$ cat config.mk
export PLATFORM = sky130hd
export DESIGN_NAME = star_hide_sequencer
export DESIGN_NICKNAME = d
export VERILOG_FILES = /design/src/rtl/star_hide_sequencer.sv
export SDC_FILE = /design/constraint.sdc
export NUM_CORES = 1
export LEC_CHECK = 0
export ABC_AREA = 1
export CAP_MARGIN = 20
export CORE_ASPECT_RATIO = 2
export CORE_MARGIN = 2
export CORE_UTILIZATION = 30
export DETAILED_ROUTE_END_ITERATION = 10
export PLACE_DENSITY_LB_ADDON = 0.08
export SKIP_LAST_GASP = 1
export SYNTH_ARGS = -nofsm -noshare
export SYNTH_HDL_FRONTEND = slang
export SYNTH_SLANG_ARGS = --single-unit
$ cat constraint.sdc
create_clock -name i_clk -period 1.9 [get_ports i_clk]
set_clock_uncertainty 0.05 [all_clocks]
set_input_delay 0.38 -clock i_clk [delete_from_list [all_inputs] [get_ports i_clk]]
set_output_delay 0.38 -clock i_clk [all_outputs]
set_load 0.05 [all_outputs]
$ cat src/rtl/star_hide_sequencer.sv
// Star hide/show sequencer: debounced commands drive grill and star motors in the
// order open grill, move star, close grill, with watchdog, interlock and sensor faults.
module star_hide_sequencer #(
  parameter int DEBOUNCE_CYCLES = 4,
  parameter int TIMEOUT_CYCLES  = 1000,
  parameter int SETTLE_CYCLES   = 2,
  parameter int AUTO_MODE       = 0
) (
  input  logic       i_clk,
  input  logic       i_rst_n,
  input  logic       i_press,
  input  logic       i_pull,
  input  logic [1:0] i_grill_pos,
  input  logic [1:0] i_star_pos,
  input  logic       i_fault_clr,
  output logic [3:0] o_output,
  output logic [2:0] o_state,
  output logic       o_busy,
  output logic       o_fault,
  output logic [1:0] o_fault_code
);

  typedef enum logic [2:0] {
    ST_INIT      = 3'd0,
    ST_IDLE      = 3'd1,
    ST_G_OPEN    = 3'd2,
    ST_G_CLOSE   = 3'd3,
    ST_S_RETRACT = 3'd4,
    ST_S_EXTEND  = 3'd5,
    ST_SETTLE    = 3'd6,
    ST_FAULT     = 3'd7
  } state_t;

  typedef enum logic [1:0] {
    TGT_NONE = 2'd0,
    TGT_HIDE = 2'd1,
    TGT_SHOW = 2'd2
  } tgt_t;

  localparam logic [7:0]  DB_LAST = 8'(DEBOUNCE_CYCLES - 1);
  localparam logic [15:0] TO_LAST = 16'(TIMEOUT_CYCLES - 1);
  localparam logic [15:0] ST_LAST = 16'(SETTLE_CYCLES - 1);

  localparam logic [1:0] FC_TIMEOUT   = 2'b01;
  localparam logic [1:0] FC_INVALID   = 2'b10;
  localparam logic [1:0] FC_INTERLOCK = 2'b11;

  // Command debounce: a raw value must disagree for DEBOUNCE_CYCLES clocks to be taken.
  logic       press_db, pull_db;
  logic [7:0] press_cnt, pull_cnt;
  logic       press_flip, pull_flip, press_rise, pull_rise;

  assign press_flip = (i_press != press_db) && (press_cnt == DB_LAST);
  assign pull_flip  = (i_pull != pull_db) && (pull_cnt == DB_LAST);
  assign press_rise = press_flip && i_press;
  assign pull_rise  = pull_flip && i_pull;

  always_ff @(posedge i_clk or negedge i_rst_n) begin
    if (!i_rst_n) begin
      press_db  <= 1'b0;
      pull_db   <= 1'b0;
      press_cnt <= '0;
      pull_cnt  <= '0;
    end else begin
      if (i_press == press_db) begin
        press_cnt <= '0;
      end else if (press_flip) begin
        press_db  <= i_press;
        press_cnt <= '0;
      end else begin
        press_cnt <= press_cnt + 8'd1;
      end
      if (i_pull == pull_db) begin
        pull_cnt <= '0;
      end else if (pull_flip) begin
        pull_db  <= i_pull;
        pull_cnt <= '0;
      end else begin
        pull_cnt <= pull_cnt + 8'd1;
      end
    end
  end

  state_t      state_q, dec_state;
  tgt_t        tgt_q, run_tgt_q, tgt;
  logic [15:0] tmr_q;
  logic [1:0]  code_q;
  logic        sensor_bad, end_hit, star_move;

  function automatic state_t decide(input tgt_t t, input logic [1:0] g, input logic [1:0] s);
    logic [1:0] goal;
    state_t     smove;
    goal  = (t == TGT_HIDE) ? 2'b01 : 2'b00;
    smove = (t == TGT_HIDE) ? ST_S_RETRACT : ST_S_EXTEND;
    if (t == TGT_NONE)                 return ST_IDLE;
    else if (s == goal && g == 2'b00)  return ST_IDLE;
    else if (s == goal)                return ST_G_CLOSE;
    else if (g == 2'b01)               return smove;
    else                               return ST_G_OPEN;
  endfunction

  // Hold-to-run follows the debounced buttons directly; automatic mode latches edges.
  always_comb begin
    tgt = tgt_q;
    if (AUTO_MODE == 0) begin
      if (press_db && !pull_db)      tgt = TGT_HIDE;
      else if (pull_db && !press_db) tgt = TGT_SHOW;
      else                           tgt = TGT_NONE;
    end
  end

  assign sensor_bad = (i_grill_pos == 2'b11) || (i_star_pos == 2'b11);
  assign star_move  = (state_q == ST_S_RETRACT) || (state_q == ST_S_EXTEND);
  assign dec_state  = decide(tgt, i_grill_pos, i_star_pos);

  always_comb begin
    end_hit = 1'b0;
    case (state_q)
      ST_G_OPEN:    end_hit = (i_grill_pos == 2'b01);
      ST_G_CLOSE:   end_hit = (i_grill_pos == 2'b00);
      ST_S_RETRACT: end_hit = (i_star_pos == 2'b01);
      ST_S_EXTEND:  end_hit = (i_star_pos == 2'b00);
      default:      end_hit = 1'b0;
    endcase
  end

  always_ff @(posedge i_clk or negedge i_rst_n) begin
    if (!i_rst_n) begin
      state_q   <= ST_INIT;
      tgt_q     <= TGT_NONE;
      run_tgt_q <= TGT_NONE;
      tmr_q     <= '0;
      code_q    <= 2'b00;
    end else begin
      if (press_rise && pull_rise) tgt_q <= TGT_NONE;
      else if (press_rise)         tgt_q <= TGT_HIDE;
      else if (pull_rise)          tgt_q <= TGT_SHOW;

      case (state_q)
        ST_INIT: begin
          if (sensor_bad) begin
            state_q <= ST_FAULT;
            code_q  <= FC_INVALID;
            tgt_q   <= TGT_NONE;
          end else begin
            state_q <= ST_IDLE;
          end
        end
        ST_IDLE, ST_SETTLE: begin
          if (sensor_bad) begin
            state_q <= ST_FAULT;
            code_q  <= FC_INVALID;
            tgt_q   <= TGT_NONE;
          end else if (state_q == ST_SETTLE && tmr_q != ST_LAST) begin
            tmr_q <= tmr_q + 16'd1;
          end else begin
            state_q   <= dec_state;
            run_tgt_q <= tgt;
            tmr_q     <= '0;
            if (tgt != TGT_NONE && dec_state == ST_IDLE) tgt_q <= TGT_NONE;
          end
        end
        ST_G_OPEN, ST_G_CLOSE, ST_S_RETRACT, ST_S_EXTEND: begin
          if (sensor_bad) begin
            state_q <= ST_FAULT;
            code_q  <= FC_INVALID;
            tgt_q   <= TGT_NONE;
          end else if (star_move && i_grill_pos != 2'b01) begin
            state_q <= ST_FAULT;
            code_q  <= FC_INTERLOCK;
            tgt_q   <= TGT_NONE;
          end else if (end_hit) begin
            state_q <= ST_SETTLE;
            tmr_q   <= '0;
          end else if (tmr_q == TO_LAST) begin
            state_q <= ST_FAULT;
            code_q  <= FC_TIMEOUT;
            tgt_q   <= TGT_NONE;
          end else if (tgt != run_tgt_q) begin
            state_q <= ST_SETTLE;
            tmr_q   <= '0;
          end else begin
            tmr_q <= tmr_q + 16'd1;
          end
        end
        ST_FAULT: begin
          tgt_q <= TGT_NONE;
          if (i_fault_clr) begin
            state_q <= ST_INIT;
            code_q  <= 2'b00;
          end
        end
        default: state_q <= ST_INIT;
      endcase
    end
  end

  // Drives decode straight from the state register so reset drops them at once.
  always_comb begin
    o_output = 4'b0000;
    case (state_q)
      ST_G_OPEN:    o_output = 4'b1000;
      ST_G_CLOSE:   o_output = 4'b0100;
      ST_S_RETRACT: o_output = 4'b0010;
      ST_S_EXTEND:  o_output = 4'b0001;
      default:      o_output = 4'b0000;
    endcase
  end

  assign o_state      = state_q;
  assign o_busy       = (state_q == ST_G_OPEN) || (state_q == ST_G_CLOSE) || star_move ||
                        (state_q == ST_SETTLE);
  assign o_fault      = (state_q == ST_FAULT);
  assign o_fault_code = code_q;

endmodule
# == Word-level counts from Yosys, hierarchy flattened ==
# Index checks and enable logic that the tools add are counted.
# word_totals
ff_bits,41
inputBits,9
output_inout_bits,11
wordCells,115
# op_classes
n_addsub,3
n_eq_ne,33
n_mux,39
bitwise,4
n_reduce_logical,28
# ops
operator,count
two-way mux 16 bit,7
two-way mux 3 bit,13
two-way mux 8 bit,4
one-hot mux 16 bit (2 select lines),1
adder 16 x 1 -> 16 bit (second input constant),1
adder 8 x 1 -> 8 bit (second input constant),2
== test 16 x 10 -> 1 bit (second input constant),1
== test 8 x 2 -> 1 bit (second input constant),2
two-way mux 2 bit,8
inequality test 16 x 1 -> 1 bit (second input constant),1
one-hot mux 4 bit (4 select lines),1
== test 3 bit (second input constant),4
one-hot mux 3 bit (4 select lines),1
inequality test 2 bit (second input constant),4
inequality test 4 bit (second input constant),2
logical AND 1 bit,7
== test 2 x 1 -> 1 bit (second input constant),3
== test 3 x 2 -> 1 bit (second input constant),2
logical NOT 2 bit,3
inequality test 3 bit (second input constant),2
inequality test 6 bit (second input constant),1
one-hot mux 2 bit (3 select lines),1
AND reduction 3 bit,2
logical OR 1 bit,5
19 further kinds,29

# == Longest topological paths before layout ==
# logic_depth
depth_word,13
ltp_mapped,12
mapped_depth_nobuf,12

# == Worst setup path before layout ==
# OpenSTA, ideal clock, no wires.
# synth_path
kind,register to output
from,reg state_q[1] (netlist: o_state[1])
to,out o_output[1]
t_arrival_ns,2.069
required_ns,1.470
slack_ns,-0.599
stages_incl_launch_ff,6
path_buffers,2
path_cell_list,dfrtp_1 -> buf_6 -> inv_6 -> ha_1 -> clkbuf_1 -> nor2_1
# synth_between
elab_chain_len,2
word_cells_on_any_way,5
cone_classes,eq/ne: 4; mux: 1
# synth_lines
element,line,source
from (decl),84,"state_t state_q, dec_state;"
from (signal assigned),157,state_q <= dec_state;
== test 3 bit / == test 3 x 2 -> 1 bit (equally long branches),201,case (state_q)
one-hot mux 4 bit (4 select lines) *,201,
to (decl),16,"output logic [3:0] o_output,"
# Every way passes the cells marked *; elsewhere a longest branch is shown, timed or not.

# == Worst setup path in the final report ==
# Ends and elaborated chain as after synthesis.

==> metrics.csv <==
metric,value,unit
Skew-Pair Late Insertion Delay,0.29,ns
FMAX,0.537,GHz
CP max stage delay,0.40,ns
clock-pin slew of the registers on the worst-case setup and hold paths,0.07,ns
Buf/Inv on CP,3,
CP max FO,6,
remaining global-route overflow,0,
placeable core region,9380,um^2
IO buf count,19,
"commonest non-fill, non-tap cell in the layout",nand2_1,
vias per cell,4.55,
worst vdd ir,0.879,mV
Post-synth ARST share,1.00,
per-cell routed wire length,13.0,um
drc violations,0,
"Hold Vio Cnt, Final",0,
min cycle time layout,1.86,ns
Die Width,73.3,um
total stage count of the critical path,5,
post-route setup slack,0.0391,ns
TritonCTS buffer count,5,
Ys Warns,0,
RSZ-0062 raised after global routing,yes,
largest net degree at the start of global routing,42,
die area,10500,um^2
1st-pass router iterations,4,
most frequent cells in the layout,"nand2_1 (117), nor2_1 (62), inv_1 (44)",
diode count,0,
"Period Utilization, post-route",0.979,
syn_area_per_cell,7.10,um^2
register area,1030,um^2
ratio of cells with drive above 1 in the final layout,0.222,
# IOs,20,
clock root buffer,clkbuf_16,
Yosys top cell by area,dfrtp_1,
Final Cell Area,3770,um^2
hold_buf cts,0,
area of the mapped netlist,2880,um^2
hpwl dp,5640,um
CTS sink cnt,41,
slew of the pin with the lowest slew margin,0.335,ns
Max-Cap Viols,0,
post-synthesis sequential area ratio,0.356,
Worst path slowest cell,dfrtp_2,
reg2reg start,o_state[1],
status,finished clean,
Mapped Cells,406,
GRT Util Overall,0.148,
Routed Antenna Nets,0,
First DRT Iteration DRCs,92,
Post-synth EDFFs,0,
initial antenna violation count,0,
hold crit path type,in2async,
reg2reg end,tmr_q[15],
Yosys cell types,36,
area grow syn2layout,30.7,%
"delay-heaviest family, CP",flip-flops,
worst-path cell chain,"clkinv_4, ha_4, buf_8, nor2_4, buf_12",
#FFs+latches synth,41,
fillers,985,
FF-to-FF path depth,11,
Post-layout nets,480,
Max-Slew Margin vs Limit,0.776,
Total Wirelength,7390,um
dpl cell area,3500,um^2
"reg-to-reg slack, setup",0.08,ns
WS Path Type,reg2out,
Initial Utilization,0.307,
number of global-route vias before repair,2595,
top post-synthesis cells by area,"dfrtp_1 (36%), nand2_1 (16%), nor2_1 (8.3%)",
count of final setup violators,0,
PwrDens,1600,nW/um^2
first-pass GRT wire length,11900,um
total number of vias,2591,
CTS tree,yes,
Worst Setup End Kind,output port,
Slew Limit Fails,0,
crit path DAT,1.43,ns
# H-tree levels,2,
top-area cell type share of the netlist area,0.356,
Pleak,1.89,nW
CP Launch Type,flop,
maximum root-to-sink buffer count,2,
CP required,1.47,ns
die height,143,um
area of the multi-input gates,1670,um^2
synthesized net count,422,
fin util,0.401,
RePlAce Congestion,0.801,
DP Worst Slack,-0.134,ns
top_reg_cell synth,dfrtp_1,
Site Rows,50,
-- stage by stage --
step | hold WS (ns) | cells | TNS [ns] | power [mW]
after CTS | 0.0253 | 562 | -0.00359 | 5.92
after global placement | 0.334 | 552 | -2.34 | 4.91
after global routing | 0.0287 | 569 | -0.127 | 6.49
final | 0.0137 | 569 | 0 | 6.04
after detailed placement | 0.335 | 552 | -2.07 | 4.91
after floorplan | 0.0344 | 406 | 0 | 3.56
-- timing repair --
action                                  in CTS  in global routing
pin swaps                                    1                  5
gates cloned                                 0                  1
endpoints found under the setup margin       4                 18
buffers inserted                             2                  7
gates resized for setup                      6                  7
-- power breakdown --
part / leakage, nW / internal [mW] / switching [mW]
sequential: 0.545 / 1.05 / 0.182
combinational: 1.28 / 1.65 / 2.28
clock: 0.0702 / 0.490 / 0.391
total: 1.89 / 3.19 / 2.85
-- sequential cells by signal, indices dropped and copies added (netlist names) --
| signal | cells |
|---|---|
| o_fault_code | 2 |
| o_state | 3 |
| press_cnt | 8 |
| press_db | 1 |
| pull_cnt | 8 |
| pull_db | 1 |
| run_tgt_q | 2 |
| tmr_q | 16 |
-- cells in the mapped netlist (3+ instances only) --
| library cell | number |
|---|---|
| nor2_8 | 3 |
| nor3b_1 | 4 |
| ha_1 | 7 |
| nand2_1 | 121 |
| nor2_1 | 64 |
| xor2_1 | 13 |
| and3_1 | 3 |
| nor2_4 | 3 |
| xnor2_1 | 6 |
| nor2_2 | 3 |
| dfrtp_1 | 41 |
| nand4_1 | 7 |
| o21ai_0 | 8 |
| inv_1 | 46 |
| nor3_1 | 4 |
| nand3_1 | 32 |
| nand2_2 | 10 |
| a21oi_1 | 7 |
| inv_2 | 3 |
-- per-layer routing --
layer  part of all wire  vias to the layer above  GRT usage
met1               0.38                     1163      0.145
li1                   -                     1383          -
met3              0.017                       16     0.0191
met2               0.56                       29      0.292
met4              0.035                        0     0.0679
met5                  0                        -          0
-- logic make-up (layout without fill, tap and decap cells) --
kind of cell,Yosys count,after routing,synth area share
AND/OR/NAND/NOR,263,264,0.432
adder cells (fa/ha/maj),7,7,0.0304
flip-flops,41,41,0.356
XOR/XNOR,19,19,0.0577
AO/OA/AOI/OAI,18,18,0.0330
buffers and inverters,58,116,0.0907
-- worst max path at each step --
stage | start | to | slack [ns]
finish | o_state[1] | o_output[1] | 0.04
floorplan | o_state[1] | o_output[1] | 0.02
global route | o_state[1] | tmr_q[12] | -0.02
global placement | i_star_pos[0] | tmr_q[6] | -0.16
detailed placement | i_star_pos[0] | tmr_q[6] | -0.13
CTS | o_state[0] | o_output[2] | -0.004
-- worst reg2reg max path, delay by kind of cell, from the launching register on --
kind | cells | cell delay (ns)
flops | 1 | 0.40
fa+ha+maj | 1 | 0.26
buf+inv | 3 | 0.25
simple gates | 7 | 0.81
-- cell type report --
type	count	area share
Clock buffer	5	0.0332
Tap cell	104	0.0345
Multi-Input combinational cell	308	0.444
Sequential cell	41	0.273
Clock inverter	3	0.00565
Inverter	52	0.0545
Timing Repair Buffer	56	0.155
(Power assumes the default switching activity.)
